--- config.mk ---
export PLATFORM = sky130hd
export DESIGN_NAME = usb_rx_pkt_ctrl
export DESIGN_NICKNAME = d
export VERILOG_FILES = /design/src/rtl/usb_rx_pkg.sv /design/src/rtl/usb_rx_len_cnt.sv /design/src/rtl/usb_rx_pkt_ctrl.sv
export SDC_FILE = /design/constraint.sdc
export NUM_CORES = 1
export LEC_CHECK = 0
export ABC_AREA = 1
export BUFFER_PORTS_ARGS = -buffer_cell sky130_fd_sc_hd__buf_2
export CAP_MARGIN = 20
export CORE_MARGIN = 5
export CORE_UTILIZATION = 43
export CTS_CLUSTER_SIZE = 28
export DETAILED_ROUTE_END_ITERATION = 8
export SLEW_MARGIN = 20
export SYNTH_ARGS = -nofsm -noshare
export SYNTH_HDL_FRONTEND = slang
export SYNTH_SLANG_ARGS = --single-unit
--- constraint.sdc ---
create_clock -name clk -period 6.24 [get_ports clk]
set_input_delay 0.624 -clock clk [delete_from_list [all_inputs] [get_ports clk]]
set_output_delay 0.624 -clock clk [all_outputs]
set_load 0.005 [all_outputs]
--- src/rtl/usb_rx_pkg.sv ---
// Shared types for the USB receive path: PID encoding, controller states and PID helpers.
package usb_rx_pkg;

    localparam int PID_W = 3;

    typedef enum logic [PID_W-1:0] {
        PID_NONE  = 3'd0,
        PID_OUT   = 3'd1,
        PID_IN    = 3'd2,
        PID_DATA0 = 3'd3,
        PID_DATA1 = 3'd4,
        PID_ACK   = 3'd5,
        PID_NAK   = 3'd6,
        PID_SETUP = 3'd7
    } rx_pid_t;

    typedef enum logic [2:0] {
        ST_IDLE      = 3'd0,
        ST_CHK       = 3'd1,
        ST_DRAIN     = 3'd2,
        ST_FLUSH     = 3'd3,
        ST_FLUSH_ALL = 3'd4,
        ST_RESP      = 3'd5
    } ctrl_state_t;

    function automatic logic is_data(input rx_pid_t pid);
        return (pid == PID_DATA0) || (pid == PID_DATA1);
    endfunction

    function automatic logic pid_toggle(input rx_pid_t pid);
        return pid == PID_DATA1;
    endfunction

endpackage

--- src/rtl/usb_rx_len_cnt.sv ---
// Per-packet byte counter with the capture register read by the controller and a single
// pending slot for a packet that ends while the controller is still busy.
module usb_rx_len_cnt
    import usb_rx_pkg::*;
#(
    parameter int MAX_LEN = 64,
    parameter int LEN_W   = 8
) (
    input  logic             clk,
    input  logic             rst,
    input  logic             i_store,
    input  logic             i_done,
    input  rx_pid_t          i_pid,
    input  logic             i_err,
    input  logic             i_busy,
    input  logic             i_take,
    input  logic             i_drop,
    output logic [LEN_W-1:0] o_cap_len,
    output rx_pid_t          o_cap_pid,
    output logic             o_cap_err,
    output logic             o_slot_full,
    output logic             o_ovr,
    output logic             o_ovr_set
);

    localparam logic [LEN_W-1:0] LEN_SAT = LEN_W'(MAX_LEN + 1);

    logic [LEN_W-1:0] r_cnt;
    logic [LEN_W-1:0] r_cap_len;
    rx_pid_t          r_cap_pid;
    logic             r_cap_err;
    logic [LEN_W-1:0] r_slot_len;
    rx_pid_t          r_slot_pid;
    logic             r_slot_err;
    logic             r_slot_full;
    logic             r_ovr;

    logic w_cap_new;
    logic w_slot_load;
    logic w_ovr_set;

    assign w_cap_new   = i_done && !i_busy && !r_slot_full;
    assign w_slot_load = i_done && (i_take || (i_busy && !r_slot_full));
    assign w_ovr_set   = i_done && r_slot_full && !i_take;

    // A byte stored in the packet_done cycle already belongs to the next packet.
    always_ff @(posedge clk) begin
        if (rst) begin
            r_cnt <= '0;
        end else if (i_done) begin
            r_cnt <= i_store ? LEN_W'(1) : '0;
        end else if (i_store && (r_cnt != LEN_SAT)) begin
            r_cnt <= r_cnt + 1'b1;
        end
    end

    always_ff @(posedge clk) begin
        if (i_take) begin
            r_cap_len <= r_slot_len;
            r_cap_pid <= r_slot_pid;
            r_cap_err <= r_slot_err;
        end else if (w_cap_new) begin
            r_cap_len <= r_cnt;
            r_cap_pid <= i_pid;
            r_cap_err <= i_err;
        end
        if (w_slot_load) begin
            r_slot_len <= r_cnt;
            r_slot_pid <= i_pid;
            r_slot_err <= i_err;
        end
    end

    always_ff @(posedge clk) begin
        if (rst || i_drop) begin
            r_slot_full <= 1'b0;
            r_ovr       <= 1'b0;
        end else begin
            if (w_slot_load) begin
                r_slot_full <= 1'b1;
            end else if (i_take) begin
                r_slot_full <= 1'b0;
            end
            if (w_ovr_set) begin
                r_ovr <= 1'b1;
            end
        end
    end

    assign o_cap_len   = r_cap_len;
    assign o_cap_pid   = r_cap_pid;
    assign o_cap_err   = r_cap_err;
    assign o_slot_full = r_slot_full;
    assign o_ovr       = r_ovr;
    assign o_ovr_set   = w_ovr_set;

endmodule

--- src/rtl/usb_rx_pkt_ctrl.sv ---
// Receive packet sequencer: qualifies each captured packet, drains good payloads to a
// valid/ready consumer, flushes bad or duplicate ones and requests the ACK/NAK handshake.
module usb_rx_pkt_ctrl
    import usb_rx_pkg::*;
#(
    parameter int MAX_LEN = 64,
    parameter int LEN_W   = 8,
    parameter int CNT_W   = 8
) (
    input  logic             clk,
    input  logic             rst,
    input  rx_pid_t          rx_packet,
    input  logic             store_rx_packet,
    input  logic             packet_done,
    input  logic             r_error,
    input  logic             fifo_empty,
    input  logic [7:0]       fifo_r_data,
    output logic             fifo_r_enable,
    output logic [7:0]       out_data,
    output logic             out_valid,
    input  logic             out_ready,
    output logic             out_last,
    output logic             tx_req,
    output rx_pid_t          tx_pid,
    output logic             err_sticky,
    input  logic             err_clr,
    output logic [CNT_W-1:0] drop_cnt
);

    function automatic logic [CNT_W-1:0] sat_add(input logic [CNT_W-1:0] a, input logic [1:0] inc);
        logic [CNT_W:0] s;
        s = {1'b0, a} + {{(CNT_W-1){1'b0}}, inc};
        return s[CNT_W] ? '1 : s[CNT_W-1:0];
    endfunction

    ctrl_state_t      r_state;
    ctrl_state_t      w_state_nxt;
    logic             r_exp_tog;
    logic [LEN_W-1:0] r_rem;
    logic             r_resp_due;
    rx_pid_t          r_resp_pid;
    logic             r_err_sticky;
    logic [CNT_W-1:0] r_drop_cnt;

    logic [LEN_W-1:0] w_cap_len;
    rx_pid_t          w_cap_pid;
    logic             w_cap_err;
    logic             w_slot_full;
    logic             w_ovr;
    logic             w_ovr_set;
    logic             w_busy;
    logic             w_take;
    logic             w_drop;
    logic             w_valid;
    logic             w_pop;
    logic             w_tx;
    logic             w_err_set;
    logic [1:0]       w_drop_inc;
    logic [LEN_W-1:0] w_rem_nxt;
    logic             w_tog_nxt;
    logic             w_resp_due_nxt;
    rx_pid_t          w_resp_pid_nxt;

    assign w_busy = (r_state != ST_IDLE);

    usb_rx_len_cnt #(
        .MAX_LEN (MAX_LEN),
        .LEN_W   (LEN_W)
    ) u_len_cnt (
        .clk         (clk),
        .rst         (rst),
        .i_store     (store_rx_packet),
        .i_done      (packet_done),
        .i_pid       (rx_packet),
        .i_err       (r_error),
        .i_busy      (w_busy),
        .i_take      (w_take),
        .i_drop      (w_drop),
        .o_cap_len   (w_cap_len),
        .o_cap_pid   (w_cap_pid),
        .o_cap_err   (w_cap_err),
        .o_slot_full (w_slot_full),
        .o_ovr       (w_ovr),
        .o_ovr_set   (w_ovr_set)
    );

    always_comb begin
        w_state_nxt    = r_state;
        w_take         = 1'b0;
        w_drop         = 1'b0;
        w_valid        = 1'b0;
        w_pop          = 1'b0;
        w_tx           = 1'b0;
        w_err_set      = 1'b0;
        w_drop_inc     = 2'd0;
        w_rem_nxt      = r_rem;
        w_tog_nxt      = r_exp_tog;
        w_resp_due_nxt = r_resp_due;
        w_resp_pid_nxt = r_resp_pid;
        unique case (r_state)
            ST_IDLE: begin
                // An overrun discards both the pending and the newest packet in one flush.
                if (w_ovr) begin
                    w_drop         = 1'b1;
                    w_drop_inc     = 2'd2;
                    w_resp_due_nxt = 1'b0;
                    w_state_nxt    = ST_FLUSH_ALL;
                end else if (w_slot_full) begin
                    w_take      = 1'b1;
                    w_state_nxt = ST_CHK;
                end else if (packet_done) begin
                    w_state_nxt = ST_CHK;
                end
            end
            ST_CHK: begin
                w_rem_nxt      = w_cap_len;
                w_resp_due_nxt = 1'b0;
                w_resp_pid_nxt = PID_ACK;
                if (w_cap_err) begin
                    w_err_set   = 1'b1;
                    w_drop_inc  = 2'd1;
                    w_state_nxt = ST_FLUSH_ALL;
                end else if (!is_data(w_cap_pid)) begin
                    w_state_nxt = ST_FLUSH;
                end else if (w_cap_len > LEN_W'(MAX_LEN)) begin
                    w_err_set      = 1'b1;
                    w_drop_inc     = 2'd1;
                    w_resp_due_nxt = 1'b1;
                    w_resp_pid_nxt = PID_NAK;
                    w_state_nxt    = ST_FLUSH_ALL;
                end else if (pid_toggle(w_cap_pid) != r_exp_tog) begin
                    w_drop_inc     = 2'd1;
                    w_resp_due_nxt = 1'b1;
                    w_state_nxt    = ST_FLUSH;
                end else if (w_cap_len == '0) begin
                    w_tog_nxt   = ~r_exp_tog;
                    w_state_nxt = ST_RESP;
                end else begin
                    w_state_nxt = ST_DRAIN;
                end
            end
            ST_DRAIN: begin
                w_valid = (r_rem != '0) && !fifo_empty;
                w_pop   = w_valid && out_ready;
                if (w_pop) begin
                    w_rem_nxt = r_rem - 1'b1;
                    if (r_rem == LEN_W'(1)) begin
                        w_tog_nxt      = ~r_exp_tog;
                        w_resp_pid_nxt = PID_ACK;
                        w_state_nxt    = ST_RESP;
                    end
                end
            end
            ST_FLUSH: begin
                w_pop = (r_rem != '0) && !fifo_empty;
                if (w_pop) begin
                    w_rem_nxt = r_rem - 1'b1;
                end
                if ((r_rem == '0) || (w_pop && (r_rem == LEN_W'(1)))) begin
                    w_state_nxt = r_resp_due ? ST_RESP : ST_IDLE;
                end
            end
            ST_FLUSH_ALL: begin
                w_pop = !fifo_empty;
                if (fifo_empty) begin
                    w_state_nxt = r_resp_due ? ST_RESP : ST_IDLE;
                end
            end
            ST_RESP: begin
                w_tx        = 1'b1;
                w_state_nxt = ST_IDLE;
            end
            default: begin
                w_state_nxt = ST_IDLE;
            end
        endcase
    end

    always_ff @(posedge clk) begin
        if (rst) begin
            r_state      <= ST_IDLE;
            r_exp_tog    <= 1'b0;
            r_resp_due   <= 1'b0;
            r_err_sticky <= 1'b0;
            r_drop_cnt   <= '0;
        end else begin
            r_state    <= w_state_nxt;
            r_exp_tog  <= w_tog_nxt;
            r_resp_due <= w_resp_due_nxt;
            r_drop_cnt <= sat_add(r_drop_cnt, w_drop_inc);
            if (w_err_set || w_ovr_set) begin
                r_err_sticky <= 1'b1;
            end else if (err_clr) begin
                r_err_sticky <= 1'b0;
            end
        end
    end

    always_ff @(posedge clk) begin
        r_rem      <= w_rem_nxt;
        r_resp_pid <= w_resp_pid_nxt;
    end

    // Reset gates the strobes combinationally so an abort takes effect in the reset cycle.
    assign fifo_r_enable = !rst && w_pop;
    assign out_valid     = !rst && w_valid;
    assign out_data      = out_valid ? fifo_r_data : 8'h00;
    assign out_last      = out_valid && (r_rem == LEN_W'(1));
    assign tx_req        = !rst && w_tx;
    assign tx_pid        = tx_req ? r_resp_pid : PID_NONE;
    assign err_sticky    = r_err_sticky;
    assign drop_cnt      = r_drop_cnt;

endmodule

Word-level counts from Yosys, hierarchy flattened

Cells that the tools add are included.
Widths: inputs -> output; s select.

Register bits after elaboration: 59
Input port bits: 19
Output and inout bits: 24
Word-level logic and storage cells: 153

$add $sub $neg: 3
Magnitude comparators: 1
Equality and inequality tests: 22
Muxes and demuxes: 69
Bitwise logic cells: 1
Reductions and logical operators: 41

Operators with widths:

| operator            | number |
|---|---|
| $mux 8              | 8 |
| $mux 3              | 16 |
| $mux 1              | 34 |
| $pmux 8 s3          | 1 |
| $ne 2x2->1 const B  | 10 |
| $logic_not 8->1     | 2 |
| $pmux 3 s5          | 1 |
| $logic_and 1x1->1   | 14 |
| $reduce_bool 2->1   | 6 |
| $add 8x2->9         | 1 |
| $eq 3x2->1 const B  | 3 |
| $eq 3x3->1 const B  | 3 |
| $add 8x1->8 const B | 1 |
| $eq 8x1->1 const B  | 1 |
| $gt 8x7->1 const B  | 1 |
| $mux 2              | 4 |
| $ne 8x7->1 const B  | 1 |
| $reduce_and 8->1    | 1 |
| $reduce_bool 8->1   | 1 |
| $sub 8x1->8 const B | 1 |
| $pmux 3 s2          | 1 |
| $reduce_and 3->1    | 2 |
| $reduce_bool 3->1   | 2 |
| $logic_not 1->1     | 5 |
| other kinds (12)    | 17 |

Logic depth before layout (Yosys ltp)

Word-level depth: 9
Depth in mapped cells: 17
Gate-level depth less buffers: 17

By module

Synthesis repeated with hierarchy kept, for this count alone.

Cell total of the unflattened synthesis: 417
Area total of the unflattened synthesis: 3193.1 µm²

By module, submodules not included:

| module          | instances | cells an instance | area each (µm²) | sequential area each (µm²) |
|---|---|---|---|---|
| usb_rx_pkt_ctrl | 1         | 269               | 1736.7          | 580.6 |
| usb_rx_len_cnt  | 1         | 148               | 1456.4          | 920.9 |

Least setup slack after synthesis

Ideal clock, no wire load.

Kind: register to register
From: register u_len_cnt.r_cap_pid[1] (netlist: u_len_cnt.o_cap_pid[1])
To: register r_drop_cnt[3] (netlist: drop_cnt[3])
Library setup time: 0.056 ns
Arrival time: 2.383 ns
Required time: 6.184 ns
Path slack: 3.801 ns
Cell stages (with the launch flop): 17
Path buffers: 0
Period minus slack after synthesis: 2.439 ns
Path through: edfxtp_1 nor2_1 nand2_1 o21ai_2 nand3_1 nand2_1 nand2_1 o21ai_0 ha_1 inv_1 fa_1 or2_1 nor2_1 nand4_2 o21ai_0 nand2_1 inv_1

Cells in the longest elaborated chain, start to end: 9
Elaborated cells between the ends (all ways): 11
Classes of those cells: 1 x add/sub; 3 x eq/ne; 6 x mux; 1 x reduce/logical

Ends and longest elaborated chain:

| item                   | RTL line                           | source |
|---|---|---|
| from (decl)            | usb_rx_len_cnt.sv:30               | `rx_pid_t r_cap_pid;` |
| from (signal assigned) | usb_rx_len_cnt.sv:60               | `r_cap_pid <= r_slot_pid;` |
| from (signal assigned) | usb_rx_len_cnt.sv:64               | `r_cap_pid <= i_pid;` |
| $eq 3x3->1             | usb_rx_pkg.sv:27, usb_rx_pkg.sv:31 |  |
| $ne 1x1->1             | usb_rx_pkt_ctrl.sv:131             | `end else if (pid_toggle(w_cap_pid) != r_exp_tog) begin` |
| $mux 1                 | usb_rx_pkt_ctrl.sv:131             |  |
| $mux 1                 | usb_rx_pkt_ctrl.sv:125             | `end else if (w_cap_len > LEN_W'(MAX_LEN)) begin` |
| $mux 1 (*)             | usb_rx_pkt_ctrl.sv:123             | `end else if (!is_data(w_cap_pid)) begin` |
| $mux 1 (*)             | usb_rx_pkt_ctrl.sv:119             | `if (w_cap_err) begin` |
| $pmux 2 s2 (*)         | usb_rx_pkt_ctrl.sv:100             | `unique case (r_state)` |
| $add 8x2->9 (*)        | usb_rx_pkt_ctrl.sv:32              | `s = {1'b0, a} + {{(CNT_W-1){1'b0}}, inc};` |
| $mux 8 (*)             | usb_rx_pkt_ctrl.sv:33              | `return s[CNT_W] ? '1 : s[CNT_W-1:0];` |
| to (signal assigned)   | usb_rx_pkt_ctrl.sv:190             | `r_drop_cnt <= sat_add(r_drop_cnt, w_drop_inc);` |
| to (decl)              | usb_rx_pkt_ctrl.sv:43              | `logic [CNT_W-1:0] r_drop_cnt;` |

Every way passes the cells marked *; elsewhere a longest branch is shown, timed or not.
A chain may end at the register's enable or synchronous reset.

Final worst setup path

From: register u_len_cnt.r_cap_pid[1] (netlist: u_len_cnt.o_cap_pid[1])
To: register r_drop_cnt[5] (netlist: drop_cnt[5])

The elaborated chain is that of the path after synthesis.

==> summary.txt <==
Placed design
  • Placed insts: 534
  • GPL Wtd Cong: about 0.79
  • Hpwl dp: 4880 um
  • Cell Area, Placed: approximately 3400 um^2
  • # port buffers: 42

Clock tree
  • Hold buffer count at cts: 0
  • Skew-Pair Late Insertion Delay: roughly 0.33 ns
  • Clock sinks: 58
  • H-tree level count: 3
  • Root Driver: clkbuf_8
  • # Post-CTS Setup Buffers: 0
  • TritonCTS clock tree: built
  • CTS clock-pin slew for the worst setup and hold paths: ~0.070 ns
  • Total CTS buffers: 9
  • Post-cts gate resize count: 0
  • Clock tree buffer depth: 2

Detailed routing
  • Average vias per placed instance: 4.63
  • Top Layer Used: met4
  • TritonRoute pass-1 iters: 4
  • Via count: 2544
  • Initial DRC Count: 57
  • DRT met1 WL: approximately 3000 um
  • Post-DR wirelength/cell: approximately 11 um
  • Metal3 WL: 310 um
  • DRT Wirelength: approximately 6300 um
  • DRT antenna net count: 0
  • DRC: 0
  • Metal2 WL: 2950 um

Setup path
  • RR Startpoint: u_len_cnt.o_cap_pid[1]$_DFFE_PP_
  • Critical Path Max Stage Delay: approximately 0.4 ns
  • Arr. time, crit path: just over 3 ns
  • Worst setup EP type: register
  • Setup CP Type: register to register
  • Worst Path Required: 6.52 ns
  • Setup crit start: u_len_cnt.o_cap_pid[1]$_DFFE_PP_
  • Cell mode on critical path: nand2_1
  • Crit path max fanout: 7
  • Slowest CP cell: edfxtp_1
  • CP cell instances: nor2_1 > nand2_1 > o21ai_2 > nand3_1 > nand2_1 > nand2_1 > o21ai_0 > ha_1 > inv_1 > fa_1 > or2_1 > nor2_1 > nand4_2 > nand3_1 > nand2_1 > inv_1
  • Startpoint types: register

Timing
  • Hold Vio Cnt, Final: 0
  • Worst Skew: 0.00588 ns
  • Pins Over Slew Limit: 0
  • Tightest Pin Transition: 0.730 ns
  • Min cycle time layout: 2.75 ns
  • RSZ-0062 raised after global routing: false
  • Max Fclk: 364 MHz
  • Hold WS: approximately 0.46 ns
  • Rel. slew slack: approximately 51%
  • Setup TNS: 0 ns
  • Final setup fails: 0
  • Crit share post-route: 44.1%

Synth
  • Most frequent cells after synthesis: nand2_1 (86), inv_1 (66), nor2_1 (62), edfxtp_1 (34), a21oi_1 (28)
  • Syn_area_per_cell: between 7 and 8 um^2
  • Synth Cell Area: 3130 um^2
  • Post-synth EDFFs: 34
  • Seq/Total Area, Yosys: 48.0%
  • Synth Instances: between 300 and 400
  • Synth Flop Type: edfxtp_1
  • Synth top area share: 32.6%
  • Synth top area cells: edfxtp_1 (33%), dfxtp_1 (15%), nand2_1 (10%)
  • Register bit count reported by yosys: 58
  • Count leader, synth: nand2_1
  • Synthesis Warnings: 0
  • Dominant cell type by area after synthesis: edfxtp_1
  • Netlist cell types: 32
  • Post-synth net total: 425
  • Async SR Flop Fraction: 0%

Global routing
  • Total track usage: between 15 and 20%
  • Remaining global-route overflow: 0
  • First-pass GRT wire length: 10600 um
  • Initial antenna violation count: 0
  • Vias in the first global route: 2410
  • Largest net degree at the start of global routing: 20

Die
  • Die Height: 95.3 um
  • Die area: 9080 um^2
  • Core area: 7180 um^2
  • Starting Density: 43.6%
  • Ports: between 40 and 50
  • Die Wd: 95.3 um
  • Rows: 31

Outcome
  • Outcome: complete, no violations

Min path
  • Hold_sp: u_len_cnt.r_cnt[2]$_SDFFE_PP0P_
  • Hold Path Class: register to register

Cells and area
  • Design Area, Final: 3610 um^2
  • Finished Layout Cells: 550
  • # diodes: 0
  • Final #Nets: 473
  • Fillers: 700
  • Share of cells above drive strength 1: 16.6%
  • Final core occ: 50.4%
  • P&R area growth vs syn: 15.5%

Pwr
  • Peak VDD IR: 210 uV
  • Lkg Pwr: between 1.5 and 2 nW
  • Pwr Density: around 360 nW/um^2

Job
  • MaxCap Viol Count: 0
-- final timing paths --
| kind | endpoint | slack (ns) | cells after the start |
|---|---|---|---|
| worst max-delay path | drop_cnt[5]$_SDFF_PP0_ | 3.49 | 16 |
| worst min register to register | u_len_cnt.r_slot_len[2]$_DFFE_PP_ | 0.46 | 0 |
| worst max register to register | drop_cnt[5]$_SDFF_PP0_ | 3.49 | 16 |
| worst min-delay path | u_len_cnt.r_slot_len[2]$_DFFE_PP_ | 0.46 | 0 |
-- cell type report --
cell class	count	area, um^2	share of cell area (%)
flip-flops and latches	58	1500	41.6
multi-input cells	264	1340	36.9
inverters	70	263	7.27
repair buffers	43	218	6.02
clock buffers	12	155	4.29
well taps	99	124	3.43
clock inverters	4	17.5	0.485
-- registers in the layout, indices dropped and copies added (netlist names), 2 cells and up --
register and flops:
drop_cnt 8, r_rem 8, r_resp_pid 2, r_state 3, u_len_cnt.o_cap_len 8, u_len_cnt.o_cap_pid 3, u_len_cnt.r_cnt 8, u_len_cnt.r_slot_len 8
u_len_cnt.r_slot_pid 3
-- critical path: cells and delay by family, from the launching register on --
kind | cells | cell delay, ns
flops | 1 | 0.39
compound gates | 2 | 0.20
buf+inv | 2 | 0.10
simple gates | 10 | 1.45
fa+ha+maj | 2 | 0.57
-- routing by layer --
layer	up-vias	track usage, %
met4	0	6.49
met2	52	25.5
li1	1372	-
met3	6	3.47
met1	1114	18.1
met5	-	0
-- through the flow --
stage	power, mW	setup WS, ns
global route	1.40	3.13
global placement	0.990	3.58
floorplan	0.894	3.80
finish	1.29	3.49
detailed placement	1.00	3.54
CTS	1.31	3.49
-- report_power, final --
| part | total (mW) | switching, mW | internal [mW] |
|---|---|---|---|
| logic | 0.383 | 0.251 | 0.133 |
| clock network | 0.305 | 0.144 | 0.162 |
| registers | 0.606 | 0.0642 | 0.542 |
-- cell usage in the layout (no fill, tap or decap), types with 2 or more instances in the layout --
master     n
nand2_1   86
inv_1     66
nor2_1    62
buf_2     42
edfxtp_1  34
a21oi_1   27
dfxtp_1   24
nand3_1   21
o21ai_0   17
clkbuf_8  11
nor3_1    10
ha_1       7
mux2_2     5
xor2_1     5
nand4_1    5
inv_2      4
nand2_2    2
nor3_4     2
a211oi_1   2
clkinv_2   2
clkinv_1   2
-- logic make-up (layout without fill, tap and decap cells) --
family / count (synthesis) / after routing / share of synthesized area (%)
compound gates: 51 / 51 / 8.72
xor+xnor: 5 / 5 / 1.40
fa+ha+maj: 8 / 8 / 3.44
buf+inv: 76 / 129 / 9.44
flops: 58 / 58 / 48.0
mux: 5 / 5 / 1.80
simple gates: 195 / 195 / 27.2
Power figures use the tool's default switching activity.
